===== src/rtl/vga_draw_arbiter_pkg.sv =====
// Shared constants and FSM encoding for the breakout VGA draw path.
package vga_draw_arbiter_pkg;

  localparam int N_REQ    = 3;
  localparam int X_W      = 9;
  localparam int Y_W      = 8;
  localparam int W_W      = 6;
  localparam int H_W      = 4;
  localparam int COLOUR_W = 3;
  localparam int SCREEN_W = 320;
  localparam int SCREEN_H = 240;

  localparam int REQ_PADDLE = 0;
  localparam int REQ_BALL   = 1;
  localparam int REQ_BRICK  = 2;

  typedef enum logic [1:0] {
    ST_IDLE = 2'd0,
    ST_SCAN = 2'd1,
    ST_DONE = 2'd2
  } state_t;

endpackage


===== src/rtl/vga_draw_arbiter_if.sv =====
// Requester-side bus: rectangle requests in, grant/done back out.
interface vga_draw_arbiter_if #(
  parameter int N_REQ    = vga_draw_arbiter_pkg::N_REQ,
  parameter int X_W      = vga_draw_arbiter_pkg::X_W,
  parameter int Y_W      = vga_draw_arbiter_pkg::Y_W,
  parameter int W_W      = vga_draw_arbiter_pkg::W_W,
  parameter int H_W      = vga_draw_arbiter_pkg::H_W,
  parameter int COLOUR_W = vga_draw_arbiter_pkg::COLOUR_W
) ();

  logic [N_REQ-1:0]          req;
  logic [N_REQ*X_W-1:0]      req_x;
  logic [N_REQ*Y_W-1:0]      req_y;
  logic [N_REQ*W_W-1:0]      req_w;
  logic [N_REQ*H_W-1:0]      req_h;
  logic [N_REQ*COLOUR_W-1:0] req_colour;
  logic [N_REQ-1:0]          grant;
  logic [N_REQ-1:0]          done;

  modport master (
    output req, req_x, req_y, req_w, req_h, req_colour,
    input  grant, done
  );

  modport slave (
    input  req, req_x, req_y, req_w, req_h, req_colour,
    output grant, done
  );

endinterface


===== src/rtl/vga_draw_arbiter_rr_arbiter.sv =====
// Round-robin picker: combinational winner search from ptr, plus the ptr register.
module rr_arbiter #(
  parameter int N_REQ = 3,
  parameter int IDX_W = 2
) (
  input  logic             clk,
  input  logic             reset,
  input  logic [N_REQ-1:0] req,
  input  logic             accept,
  output logic [N_REQ-1:0] grant_oh,
  output logic [IDX_W-1:0] grant_idx,
  output logic             any_req
);

  logic [IDX_W-1:0] ptr;
  int unsigned      cand;

  // First asserted request at or after ptr, wrapping modulo N_REQ.
  always_comb begin
    grant_oh  = '0;
    grant_idx = '0;
    any_req   = 1'b0;
    cand      = 0;
    for (int unsigned k = 0; k < N_REQ; k++) begin
      cand = (32'(ptr) + k) % N_REQ;
      if (!any_req && req[cand]) begin
        any_req        = 1'b1;
        grant_idx      = IDX_W'(cand);
        grant_oh[cand] = 1'b1;
      end
    end
  end

  // Pointer moves to the slot after the winner on every acceptance.
  always_ff @(posedge clk or posedge reset) begin
    if (reset)
      ptr <= '0;
    else if (accept)
      ptr <= (grant_idx == IDX_W'(N_REQ - 1)) ? '0 : grant_idx + IDX_W'(1);
  end

endmodule


===== src/rtl/vga_draw_arbiter.sv =====
// Arbitrates rectangle fill requests and rasters the winner onto the VGA plotter port.
module vga_draw_arbiter
  import vga_draw_arbiter_pkg::*;
#(
  parameter int N_REQ    = vga_draw_arbiter_pkg::N_REQ,
  parameter int X_W      = vga_draw_arbiter_pkg::X_W,
  parameter int Y_W      = vga_draw_arbiter_pkg::Y_W,
  parameter int W_W      = vga_draw_arbiter_pkg::W_W,
  parameter int H_W      = vga_draw_arbiter_pkg::H_W,
  parameter int COLOUR_W = vga_draw_arbiter_pkg::COLOUR_W,
  parameter int SCREEN_W = vga_draw_arbiter_pkg::SCREEN_W,
  parameter int SCREEN_H = vga_draw_arbiter_pkg::SCREEN_H
) (
  input  logic                clk,
  input  logic                reset,
  vga_draw_arbiter_if.slave   bus,
  output logic                busy,
  output logic [X_W-1:0]      vga_x,
  output logic [Y_W-1:0]      vga_y,
  output logic [COLOUR_W-1:0] vga_colour,
  output logic                vga_plot
);

  localparam int IDX_W = (N_REQ > 1) ? $clog2(N_REQ) : 1;

  state_t              state;
  logic [X_W-1:0]      x0;
  logic [Y_W-1:0]      y0;
  logic [W_W-1:0]      w0;
  logic [H_W-1:0]      h0;
  logic [COLOUR_W-1:0] col;
  logic [W_W-1:0]      cx;
  logic [H_W-1:0]      cy;
  logic                scan_end;

  logic [N_REQ-1:0] win_oh;
  logic [IDX_W-1:0] win_idx;
  logic             win_any;
  logic             accept;
  logic [X_W-1:0]   px;
  logic [Y_W-1:0]   py;
  logic             on_screen;
  logic             last_px;

  // DONE can accept directly so a held request is served on the edge after done.
  assign accept = (state != ST_SCAN) && win_any;
  assign busy   = (state != ST_IDLE);

  rr_arbiter #(
    .N_REQ (N_REQ),
    .IDX_W (IDX_W)
  ) u_rr (
    .clk       (clk),
    .reset     (reset),
    .req       (bus.req),
    .accept    (accept),
    .grant_oh  (win_oh),
    .grant_idx (win_idx),
    .any_req   (win_any)
  );

  // Current pixel address (wrapping adds) and its visibility.
  always_comb begin
    px        = x0 + X_W'(cx);
    py        = y0 + Y_W'(cy);
    on_screen = ((X_W+1)'(px) < (X_W+1)'(SCREEN_W)) &&
                ((Y_W+1)'(py) < (Y_W+1)'(SCREEN_H));
    last_px   = (cx == w0 - W_W'(1)) && (cy == h0 - H_W'(1));
  end

  // Zero-size rectangles enter SCAN with scan_end already set, giving the same
  // done timing (edge T+1) as the general w*h+1 case without plotting anything.
  // FSM, request latches, scan counters and registered VGA/handshake outputs.
  always_ff @(posedge clk or posedge reset) begin
    if (reset) begin
      state      <= ST_IDLE;
      x0         <= '0;
      y0         <= '0;
      w0         <= '0;
      h0         <= '0;
      col        <= '0;
      cx         <= '0;
      cy         <= '0;
      scan_end   <= 1'b0;
      bus.grant  <= '0;
      bus.done   <= '0;
      vga_x      <= '0;
      vga_y      <= '0;
      vga_colour <= '0;
      vga_plot   <= 1'b0;
    end else begin
      case (state)
        ST_IDLE, ST_DONE: begin
          bus.done <= '0;
          vga_plot <= 1'b0;
          if (accept) begin
            x0        <= bus.req_x[win_idx*X_W +: X_W];
            y0        <= bus.req_y[win_idx*Y_W +: Y_W];
            w0        <= bus.req_w[win_idx*W_W +: W_W];
            h0        <= bus.req_h[win_idx*H_W +: H_W];
            col       <= bus.req_colour[win_idx*COLOUR_W +: COLOUR_W];
            cx        <= '0;
            cy        <= '0;
            scan_end  <= (bus.req_w[win_idx*W_W +: W_W] == '0) ||
                         (bus.req_h[win_idx*H_W +: H_W] == '0);
            bus.grant <= win_oh;
            state     <= ST_SCAN;
          end else begin
            state <= ST_IDLE;
          end
        end
        ST_SCAN: begin
          if (scan_end) begin
            vga_plot  <= 1'b0;
            bus.done  <= bus.grant;
            bus.grant <= '0;
            state     <= ST_DONE;
          end else begin
            vga_x      <= px;
            vga_y      <= py;
            vga_colour <= col;
            vga_plot   <= on_screen;
            if (last_px) begin
              scan_end <= 1'b1;
            end else if (cx == w0 - W_W'(1)) begin
              cx <= '0;
              cy <= cy + H_W'(1);
            end else begin
              cx <= cx + W_W'(1);
            end
          end
        end
        default: state <= ST_IDLE;
      endcase
    end
  end

endmodule


===== src/flat_wrapper.sv =====
// flat-port wrapper written by rule: the top's interface ports become plain ports
module vga_draw_arbiter_flat import vga_draw_arbiter_pkg::*;
#(
  parameter int N_REQ    = vga_draw_arbiter_pkg::N_REQ,
  parameter int X_W      = vga_draw_arbiter_pkg::X_W,
  parameter int Y_W      = vga_draw_arbiter_pkg::Y_W,
  parameter int W_W      = vga_draw_arbiter_pkg::W_W,
  parameter int H_W      = vga_draw_arbiter_pkg::H_W,
  parameter int COLOUR_W = vga_draw_arbiter_pkg::COLOUR_W,
  parameter int SCREEN_W = vga_draw_arbiter_pkg::SCREEN_W,
  parameter int SCREEN_H = vga_draw_arbiter_pkg::SCREEN_H
)
  (clk, reset, busy, vga_x, vga_y, vga_colour, vga_plot, bus_req, bus_req_x, bus_req_y, bus_req_w, bus_req_h, bus_req_colour, bus_grant, bus_done);
  vga_draw_arbiter_if #(.N_REQ(N_REQ), .X_W(X_W), .Y_W(Y_W), .W_W(W_W), .H_W(H_W), .COLOUR_W(COLOUR_W)) bus_i ();
  input  logic clk;
  input  logic reset;
  output logic busy;
  output logic [X_W-1:0] vga_x;
  output logic [Y_W-1:0] vga_y;
  output logic [COLOUR_W-1:0] vga_colour;
  output logic vga_plot;
  input wire logic [$bits(bus_i.req)-1:0] bus_req;
  input wire logic [$bits(bus_i.req_x)-1:0] bus_req_x;
  input wire logic [$bits(bus_i.req_y)-1:0] bus_req_y;
  input wire logic [$bits(bus_i.req_w)-1:0] bus_req_w;
  input wire logic [$bits(bus_i.req_h)-1:0] bus_req_h;
  input wire logic [$bits(bus_i.req_colour)-1:0] bus_req_colour;
  output wire logic [$bits(bus_i.grant)-1:0] bus_grant;
  output wire logic [$bits(bus_i.done)-1:0] bus_done;
  assign bus_i.req = bus_req;
  assign bus_i.req_x = bus_req_x;
  assign bus_i.req_y = bus_req_y;
  assign bus_i.req_w = bus_req_w;
  assign bus_i.req_h = bus_req_h;
  assign bus_i.req_colour = bus_req_colour;
  assign bus_grant = bus_i.grant;
  assign bus_done = bus_i.done;
  vga_draw_arbiter #(.N_REQ(N_REQ), .X_W(X_W), .Y_W(Y_W), .W_W(W_W), .H_W(H_W), .COLOUR_W(COLOUR_W), .SCREEN_W(SCREEN_W), .SCREEN_H(SCREEN_H)) u_core (.clk(clk), .reset(reset), .bus(bus_i), .busy(busy), .vga_x(vga_x), .vga_y(vga_y), .vga_colour(vga_colour), .vga_plot(vga_plot));
endmodule

===== config.mk =====
export PLATFORM = sky130hd
export DESIGN_NAME = vga_draw_arbiter_flat
export DESIGN_NICKNAME = d
export VERILOG_FILES = /design/src/rtl/vga_draw_arbiter_pkg.sv /design/src/rtl/vga_draw_arbiter_if.sv /design/src/rtl/vga_draw_arbiter_rr_arbiter.sv /design/src/rtl/vga_draw_arbiter.sv /design/src/flat_wrapper.sv
export SDC_FILE = /design/constraint.sdc
export NUM_CORES = 1
export LEC_CHECK = 0
export CELL_PAD_IN_SITES_DETAIL_PLACEMENT = 1
export CELL_PAD_IN_SITES_GLOBAL_PLACEMENT = 1
export CORE_MARGIN = 10
export CORE_UTILIZATION = 51
export DETAILED_ROUTE_END_ITERATION = 10
export DONT_BUFFER_PORTS = 1
export PLACE_DENSITY_LB_ADDON = 0.2
export REMOVE_ABC_BUFFERS = 1
export SLEW_MARGIN = 20
export SYNTH_ARGS = -nofsm -noshare
export SYNTH_HDL_FRONTEND = slang
export SYNTH_HIERARCHICAL = 1
export SYNTH_SLANG_ARGS = --single-unit

===== constraint.sdc =====
create_clock -name clk -period 6.3 [get_ports clk]
set_input_delay 1.26 -clock clk [delete_from_list [all_inputs] [get_ports clk]]
set_output_delay 1.26 -clock clk [all_outputs]
set_load 0.01 [all_outputs]

==> results of run 1 <==
-- final cells by class --
type                            count  area, µm²  share of cell area
Multi-Input combinational cell    406       2670               0.540
Timing Repair Buffer                5       45.0             0.00913
Clock inverter                      5       81.3              0.0165
Inverter                           18       67.6              0.0137
Clock buffer                       10        138              0.0279
Tap cell                          108        135              0.0274
Sequential cell                    72       1800               0.365
-- sequential cells by signal, indices dropped and copies added (netlist names), 4 cells and up --
name	count
u_core/cx	6
u_core/cy	4
u_core/h0	4
u_core/vga_x	9
u_core/vga_y	8
u_core/w0	6
u_core/x0	9
u_core/y0	8
-- through the flow --
step | instances | util
after floorplan | 496 | -
after global placement | 608 | 0.536
after detailed placement | 608 | 0.536
after CTS | 623 | 0.561
after global routing | 624 | 0.563
final | 624 | 0.563
-- worst paths after layout --
check,startpoint,cells past startpoint,end
max in group asynchronous,reset,2,u_core/vga_y[2]$_DFFE_PP0P_
worst max-delay path,u_core/u_rr/ptr[1]$_DFFE_PP0P_,13,u_core/scan_end$_DFFE_PP0P_
worst max register to register,u_core/u_rr/ptr[1]$_DFFE_PP0P_,13,u_core/scan_end$_DFFE_PP0P_
worst min-delay path,u_core/col[2]$_DFFE_PP0P_,2,u_core/vga_colour[2]$_DFFE_PP0P_
worst min register to register,u_core/col[2]$_DFFE_PP0P_,2,u_core/vga_colour[2]$_DFFE_PP0P_
min in group asynchronous,reset,1,u_core/u_rr/ptr[0]$_DFFE_PP0P_
-- placed cells by master (no fill, tap or decap), types with 2 or more instances in the layout --
cell type | netlist | layout
o22ai_1 | 4 | 4
o32ai_1 | 4 | 3
fa_1 | 2 | 2
o21a_1 | 2 | 2
o21ai_0 | 55 | 55
xnor2_1 | 12 | 12
a21o_1 | 5 | 5
a21oi_1 | 31 | 31
nand3_1 | 14 | 14
ha_1 | 18 | 18
a22o_1 | 4 | 4
bufinv_16 | 0 | 2
and3_1 | 3 | 3
nor2_1 | 31 | 31
clkbuf_8 | 0 | 10
a211oi_1 | 6 | 6
nor2b_1 | 11 | 10
dfrtp_1 | 72 | 72
inv_1 | 18 | 17
nor3_1 | 8 | 8
a2bb2oi_1 | 11 | 11
mux2i_1 | 37 | 37
xor2_1 | 11 | 11
nand2b_1 | 9 | 8
buf_4 | 0 | 4
o32a_1 | 2 | 2
nand4_1 | 6 | 6
and2_1 | 2 | 2
nand2_1 | 86 | 86
-- routing by layer --
metal	global-route usage	wire [µm]	share of wire
met1	0.237	5710	0.43
met3	0.0469	698	0.053
met2	0.331	6690	0.51
met4	0.0437	84	0.0064
met5	0	0	0
-- report_power, final --
part / total [mW] / internal (mW) / switching (mW)
Clock: 0.413 / 0.232 / 0.181
Sequential: 0.884 / 0.659 / 0.225
Combinational: 1.54 / 0.601 / 0.942
Total: 2.84 / 1.49 / 1.35
-- cell usage after synthesis, types with 2 or more instances --
master / n
o21a_1: 2
a211oi_1: 6
a2bb2oi_1: 11
xor2_1: 11
o32a_1: 2
and3_1: 3
o21ai_0: 55
nand2_1: 86
nor3_1: 8
inv_1: 18
ha_1: 18
o32ai_1: 4
xnor2_1: 12
clkbuf_1: 12
nand2b_1: 9
dfrtp_1: 72
a21o_1: 5
nand4_1: 6
and2_1: 2
buf_1: 7
buf_2: 6
a21oi_1: 31
nand3_1: 14
fa_1: 2
nor2_1: 31
mux2i_1: 37
o22ai_1: 4
a22o_1: 4
nor2b_1: 11
-- cell families after synthesis --
| family | Yosys count | share of synthesized area |
|---|---|---|
| compound gates | 146 | 0.209 |
| mux | 39 | 0.0859 |
| xor+xnor | 23 | 0.0436 |
| fa+ha+maj | 20 | 0.0574 |
| flops | 72 | 0.390 |
| simple gates | 178 | 0.175 |
| buf+inv | 44 | 0.0390 |
-- tightest hold or removal path: stages, from the launching register on --
cell     delay (ns)
dfrtp_1        0.35
nand2_1        0.05
nand2_1        0.05
==> results.json, run 1 <==
{
  "cts_resized": 0,
  "finClkSkew_ns": 0.00866,
  "p_leak_nw": 2.23,
  "hold_class": "register to register",
  "io_pins": 123,
  "cpPeakStageDelay_ns": 0.69,
  "worstSetupStartpointType": "register",
  "async_flop_share": 1.00,
  "power_density_mw_per_mm2": 576,
  "antenna_cells": 0,
  "gp_congestion": 0.856,
  "worstMarginPinSlew_ns": 1.03,
  "dieHeight_um": 115,
  "synth.avg_cell_area_um2": 8.85,
  "ys.flop_type": "dfrtp_1",
  "synth-seq-cells": 72,
  "core-area_mm2": 0.00876,
  "post-place-ws_ns": 2.30,
  "cts_buffers": 9,
  "final_cell_area_mm2": 0.00493,
  "routed_wirelength_mm": 13.2,
  "postCtsSetupRepairBufs": 0,
  "overflow": 0,
  "finalCritPeriodShare": 0.611,
  "crit_buf_inv": 2,
  "cp-end-kind": "register",
  "hold_viol": 0,
  "reg2reg_setup_slack_ns": 2.45,
  "num_rows": 34,
  "syn_inst": 522,
  "power_mw": 2.84,
  "grt_pass1_vias": 4076,
  "port_buffers": 0,
  "drive_above_1_share": 0.0678,
  "synth_area_leader_cell": "dfrtp_1",
  "antenna_found_initial": 0,
  "final_nets": 627,
  "cts_sinks": 72,
  "via_count": 3785,
  "wl_per_cell_um": 21.1,
  "synthDistinctLibCells": 62,
  "grt_max_degree": 71,
  "cpMaxStageDelayCell": "o32a_2",
  "ys.warnings.count": 6,
  "max-vdd-ir-drop_mv": 0.238,
  "via_per_inst": 6.07,
  "finalSetupViolCount": 0,
  "cts_root_buf": "clkbuf_8",
  "netlist.area_leader.share": 0.390,
  "dieArea_mm2": 0.0133,
  "hpwl_mm": 9.41,
  "critPathKind": "register to register",
  "arrival_ns": 4.08,
  "ctsHtreeMaxLevel": 3,
  "clk_pin_slew_ns": 0.08,
  "fp.dieW_um": 115,
  "finalSetupTns_ns": 0,
  "initial_utilization": 0.527,
  "slew_headroom": 0.312,
  "synth_edf_count": 0,
  "final-max-slew-violation-count": 0,
  "cp_max_fo": 33,
  "grt_pass1_wl_mm": 20.9,
  "drt-initial-drc-count": 188,
  "worst_path_most_repeated_cell": "nand2_1",
  "rsz0062_at_grt": "no",
  "fill_cells": 1026,
  "fin_ws_ns": 2.45,
  "fin_crit_ns": 3.85,
  "holdWs_ns": 0.477,
  "synth_area_mm2": 0.00462,
  "maxCapViolations": 0,
  "clk_latency_ns": 0.34,
  "path_cells": "inv_1, ha_1, mux2i_1, o22ai_2, nor4_1, o32a_2, nor2b_2, buf_4, a2bb2oi_1, nand4_1, o21ai_0, nand2_1, nand2_1",
  "synth-seq-area-share": 0.390,
  "cts_tree": "yes",
  "area_growth_pct": 6.83,
  "holdBufCountCts": 0,
  "route.detailed.drc": 0,
  "fmax_mhz": 260,
  "crit_family": "compound AO/OA/AOI/OAI gates",
  "dpl_cell_area_mm2": 0.00469,
  "grt_usage": 0.192,
  "crit_required_ns": 6.52,
  "outcome": "complete, no violations",
  "ant_nets": 0,
  "dr.pass1.iters": 4,
  "synth_area_leaders": "dfrtp_1 (39%), mux2i_1 (8.0%), nand2_1 (7.0%), o21ai_0 (6.0%), ha_1 (4.9%)",
  "clock_path_buffers": 2
}
Note: power is estimated with default switching activity, not from simulation.
==> run 2: changes to the inputs <==
--- a/config.mk
+++ b/config.mk
@@ -8,7 +8,7 @@
 export CELL_PAD_IN_SITES_DETAIL_PLACEMENT = 1
 export CELL_PAD_IN_SITES_GLOBAL_PLACEMENT = 1
 export CORE_MARGIN = 10
-export CORE_UTILIZATION = 51
+export CORE_UTILIZATION = 47
 export DETAILED_ROUTE_END_ITERATION = 10
 export DONT_BUFFER_PORTS = 1
 export PLACE_DENSITY_LB_ADDON = 0.2
==> constraint.sdc (replaced) <==
create_clock -name clk -period 3.6 [get_ports clk]
set_input_delay 0.72 -clock clk [delete_from_list [all_inputs] [get_ports clk]]
set_output_delay 0.72 -clock clk [all_outputs]
set_load 0.01 [all_outputs]
==> run 2 against run 1 <==
Cell count increased by 4.6%. Via count increased by 1.6%. Setup slack got worse by 2.1 ns. Non-clock buffer count increased by 4. Flip-flop and latch count unchanged. Hold slack got worse by 0.38 ns. Critical path depth decreased by 1. Clock power increased by 75%. Largest cell class unchanged. Register-to-register slack got worse by 2.1 ns.
==> results.json, run 2 (synthesized netlist as in run 1, its figures left out) <==
{
  "outcome": "complete, no violations",
  "cp_max_fo": 16,
  "cpPeakStageDelay_ns": 0.56,
  "final_cell_mix": "nand2_1 (86), dfrtp_1 (72), o21ai_0 (55), mux2i_1 (37)",
  "ant_nets": 0,
  "clk_latency_ns": 0.35,
  "final-max-slew-violation-count": 0,
  "port_buffers": 0,
  "dr.pass1.iters": 4,
  "overflow": 0,
  "critPathKind": "register to register",
  "drive_above_1_share": 0.0750,
  "dieHeight_um": 119,
  "num_rows": 36,
  "area_growth_pct": 8.26,
  "dieArea_mm2": 0.0142,
  "final_cell_area_mm2": 0.00500,
  "power_mw": 5.04,
  "clock_path_buffers": 2,
  "fin_crit_ns": 3.24,
  "grt_pass1_vias": 4240,
  "fin_ws_ns": 0.362,
  "hpwl_mm": 10.0,
  "maxCapViolations": 0,
  "io_pins": 123,
  "drt-initial-drc-count": 153,
  "final_common_cell": "nand2_1",
  "path_cells": "inv_1, ha_1, inv_1, o21a_1, o32ai_4, buf_4, mux2i_1, a2bb2oi_1, nand4_1, o21ai_0, nand2_1, nand2_1",
  "antenna_found_initial": 0,
  "cts_root_buf": "clkbuf_8",
  "worstSetupStartpointType": "register",
  "postCtsSetupRepairBufs": 0,
  "fmax_mhz": 309,
  "slew_headroom": 0.294,
  "crit_required_ns": 3.89,
  "grt_max_degree": 42,
  "gp_congestion": 0.870,
  "arrival_ns": 3.53,
  "max-vdd-ir-drop_mv": 0.353,
  "finalSetupTns_ns": 0,
  "finalCritPeriodShare": 0.899,
  "grt_pass1_wl_mm": 22.3,
  "via_count": 3844,
  "finClkSkew_ns": 0.00977,
  "met3_usage": 0.0510,
  "dpl_cell_area_mm2": 0.00478,
  "reg_top3": "u_core/vga_x (9), u_core/x0 (9)",
  "grt_busiest_layer": "met2",
  "routed_wirelength_mm": 13.4,
  "met1_usage": 0.218,
  "initial_utilization": 0.477,
  "route.detailed.drc": 0,
  "met2_usage": 0.334,
  "worstMarginPinSlew_ns": 1.05,
  "p_leak_nw": 2.25,
  "holdBufCountCts": 0,
  "wl_per_cell_um": 20.6,
  "cts_buffers": 9,
  "rsz0062_at_grt": "no",
  "hold_class": "input port to async pin",
  "clk_pin_slew_ns": 0.08,
  "finalSetupViolCount": 0,
  "hold_viol": 0,
  "grt_usage": 0.190,
  "cp-end-kind": "register",
  "fp.dieW_um": 119,
  "holdWs_ns": 0.0969,
  "post-place-ws_ns": 0.135,
  "cts_sinks": 72,
  "cts_resized": 0,
  "cpMaxStageDelayCell": "ha_1",
  "reg2reg_setup_slack_ns": 0.36,
  "antenna_cells": 0,
  "ctsHtreeMaxLevel": 3,
  "core-area_mm2": 0.00968,
  "power_density_mw_per_mm2": 1010,
  "via_per_inst": 5.89,
  "cts_tree": "yes",
  "final_nets": 631
}
## run 2: per-stage QoR
stage / util / cells
floorplan: - / 496
global placement: 0.493 / 638
detailed placement: 0.493 / 638
CTS: 0.516 / 653
global route: 0.516 / 653
finish: 0.516 / 653
## run 2: report_power, final
part	leakage, nW	switching, mW	total (mW)	internal [mW]
registers	0.916	0.399	1.55	1.15
logic	1.22	1.68	2.77	1.09
clock network	0.108	0.316	0.722	0.406
## run 2: final timing paths
check                                               start                                to  cells past startpoint
max                        u_core/u_rr/ptr[0]$_DFFE_PP0P_       u_core/scan_end$_DFFE_PP0P_                     12
min                                                 reset    u_core/u_rr/ptr[0]$_DFFE_PP0P_                      1
max reg2reg                u_core/u_rr/ptr[0]$_DFFE_PP0P_       u_core/scan_end$_DFFE_PP0P_                     12
min reg2reg                     u_core/col[1]$_DFFE_PP0P_  u_core/vga_colour[1]$_DFFE_PP0P_                      2
max in group asynchronous                           reset  u_core/vga_colour[2]$_DFFE_PP0P_                      2
min in group clk                u_core/col[1]$_DFFE_PP0P_  u_core/vga_colour[1]$_DFFE_PP0P_                      2
## run 2: critical path: cells and delay by family, from the launching register on
| family | cells | cell delay (ns) |
|---|---|---|
| adders and majority gates | 1 | 0.56 |
| muxes | 1 | 0.31 |
| buffers and inverters | 3 | 0.68 |
| AOI/OAI and AO/OA | 4 | 0.93 |
| and+or+nand+nor | 3 | 0.28 |
| DFF | 1 | 0.40 |
## run 2: routing by layer
| metal | routed length [µm] | part of all wire |
|---|---|---|
| met1 | 5670 | 0.42 |
| met2 | 6810 | 0.51 |
| met3 | 725 | 0.054 |
| met4 | 230 | 0.017 |
| met5 | 0 | 0 |
## run 2: layout make-up
cell class | instances | area [µm²]
Timing Repair Buffer | 9 | 80.1
Inverter | 18 | 67.6
Clock buffer | 10 | 138
Multi-Input combinational cell | 406 | 2670
Tap cell | 133 | 166
Clock inverter | 5 | 81.3
Fill cell | 1158 | 4680
Sequential cell | 72 | 1800
==> run 3: changes to the inputs <==
--- a/config.mk
+++ b/config.mk
@@ -8,7 +8,7 @@
 export CELL_PAD_IN_SITES_DETAIL_PLACEMENT = 1
 export CELL_PAD_IN_SITES_GLOBAL_PLACEMENT = 1
 export CORE_MARGIN = 10
-export CORE_UTILIZATION = 47
+export CORE_UTILIZATION = 43
 export DETAILED_ROUTE_END_ITERATION = 10
 export DONT_BUFFER_PORTS = 1
 export PLACE_DENSITY_LB_ADDON = 0.2
==> constraint.sdc (replaced) <==
create_clock -name clk -period 2.9 [get_ports clk]
set_input_delay 0.58 -clock clk [delete_from_list [all_inputs] [get_ports clk]]
set_output_delay 0.58 -clock clk [all_outputs]
set_load 0.01 [all_outputs]
==> run 3 against run 2 <==
Maximum frequency is 18% higher. Setup slack worse by 0.22 ns. Combinational power grew 32%. Flip-flop and latch count did not move. Count of clock-buffer cells in the layout stayed put. Sequential share of layout area is 0.89 points lower. Utilization decreased by 2.4 points. Cell count grew 1.8%.
==> results.json, run 3 (synthesized netlist as in run 1, its figures left out) <==
{
  "outcome": "complete, no violations",
  "finalSetupViolCount": 0,
  "core-area_mm2": 0.0104,
  "cts_buffers": 9,
  "critPathKind": "register to register",
  "antenna_found_initial": 0,
  "max-vdd-ir-drop_mv": 0.475,
  "clk_pin_slew_ns": 0.08,
  "fp.dieW_um": 124,
  "finalCritPeriodShare": 0.950,
  "final-max-slew-violation-count": 0,
  "dieArea_mm2": 0.0153,
  "grt_usage": 0.172,
  "cts_root_buf": "clkbuf_8",
  "num_rows": 37,
  "drive_above_1_share": 0.0964,
  "via_count": 3857,
  "io_pins": 123,
  "finClkSkew_ns": 0.00956,
  "clock_path_buffers": 2,
  "cts_sinks": 72,
  "fin_crit_ns": 2.75,
  "cp-end-kind": "register",
  "worstMarginPinSlew_ns": 0.659,
  "hold_viol": 0,
  "seqCellArea_mm2": 0.00180,
  "dieHeight_um": 124,
  "reg_top3": "u_core/vga_x (9), u_core/x0 (9)",
  "maxCapViolations": 0,
  "dr.pass1.iters": 4,
  "port_buffers": 0,
  "wl_per_cell_um": 20.6,
  "fmax_mhz": 363,
  "p_leak_nw": 2.30,
  "slew_headroom": 0.560,
  "routed_wirelength_mm": 13.7,
  "r2r_end": "u_core/scan_end$_DFFE_PP0P_",
  "initial_utilization": 0.443,
  "antenna_cells": 0,
  "clk_latency_ns": 0.34,
  "route.detailed.drc": 0,
  "rr_worst_depth": 13,
  "overflow": 0,
  "finalSetupTns_ns": 0,
  "arrival_ns": 3.03,
  "gp_congestion": 0.814,
  "cts_tree": "yes",
  "worstSetupStartpointType": "register",
  "area_growth_pct": 11.1,
  "crit_required_ns": 3.18,
  "grt_pass1_vias": 4135,
  "final_common_cell": "nand2_1",
  "hpwl_mm": 10.0,
  "via_per_inst": 5.80,
  "ctsHtreeMaxLevel": 3,
  "power_mw": 6.41,
  "ant_nets": 0,
  "multi_input_area_mm2": 0.00269,
  "final_nets": 640,
  "drt-initial-drc-count": 191,
  "power_density_mw_per_mm2": 1250,
  "cp_max_fo": 30,
  "r2r-start": "u_core/u_rr/ptr[0]$_DFFE_PP0P_",
  "grt_pass1_wl_mm": 21.1,
  "grt_max_degree": 57,
  "final_cell_mix": "nand2_1 (86), dfrtp_1 (71), o21ai_0 (55), mux2i_1 (36)",
  "hold_class": "input port to async pin",
  "reg2reg_setup_slack_ns": 0.15,
  "fill_cells": 1216
}
[run 3: worst max-delay path, cell delays in order (launching register included)]
cell	delay, ns
dfrtp_2	0.42
inv_1	0.11
ha_4	0.34
inv_1	0.11
o21a_1	0.21
o32ai_4	0.35
buf_12	0.22
nor2b_2	0.07
buf_12	0.17
a2bb2oi_1	0.23
nand4_1	0.16
o21ai_0	0.17
nand2_1	0.07
nand2_1	0.05
[run 3: power by group]
group / internal [mW] / switching [mW]
Combinational: 1.57 / 2.11
Sequential: 1.43 / 0.497
Clock: 0.417 / 0.393
[run 3: final cells by class]
class / count / share of cell area
repair buffers: 18 / 0.0400
well taps: 136 / 0.0332
clock buffers: 10 / 0.0268
clock inverters: 5 / 0.0112
multi-input cells: 406 / 0.524
inverters: 18 / 0.0132
flip-flops and latches: 72 / 0.351
[run 3: metrics by stage]
step                hold WS [ns]   util  cells  area [µm²]  worst slack, ns
CTS                        0.205  0.486    661        5060          0.00305
finish                     0.215  0.492    665        5130            0.145
global route               0.235  0.492    665        5130          -0.0133
detailed placement         0.334  0.465    645        4850          -0.0835
floorplan                  0.321      -    496        4510            -3.99
global placement           0.324  0.465    645        4850           0.0793
[run 3: timing repair]
item                                   CTS  global route
buffers inserted                         0             3
endpoints found under the hold margin    2             0
resized for setup                        3             3
hold buffers                             1             0
pin swaps                                0             2
setup endpoints to repair                3            13
cloned                                   0             1
[run 3: layer usage]
layer / part of all wire / GRT usage
met5: 0 / 0
met3: 0.058 / 0.0462
met1: 0.43 / 0.205
met4: 0.0089 / 0.0495
met2: 0.51 / 0.297
[run 3: worst max path at each step]
stage                                        start                     endpoint  slack [ns]  depth (start not counted)
finish              u_core/u_rr/ptr[0]$_DFFE_PP0P_  u_core/scan_end$_DFFE_PP0P_        0.15                         13
global route        u_core/u_rr/ptr[0]$_DFFE_PP0P_  u_core/scan_end$_DFFE_PP0P_       -0.01                         13
CTS                 u_core/u_rr/ptr[1]$_DFFE_PP0P_  u_core/scan_end$_DFFE_PP0P_       0.003                         13
detailed placement  u_core/u_rr/ptr[1]$_DFFE_PP0P_  u_core/scan_end$_DFFE_PP0P_       -0.08                         13
global placement    u_core/u_rr/ptr[1]$_DFFE_PP0P_  u_core/scan_end$_DFFE_PP0P_        0.08                         13
floorplan           u_core/u_rr/ptr[0]$_DFFE_PP0P_  u_core/scan_end$_DFFE_PP0P_       -3.99                         11
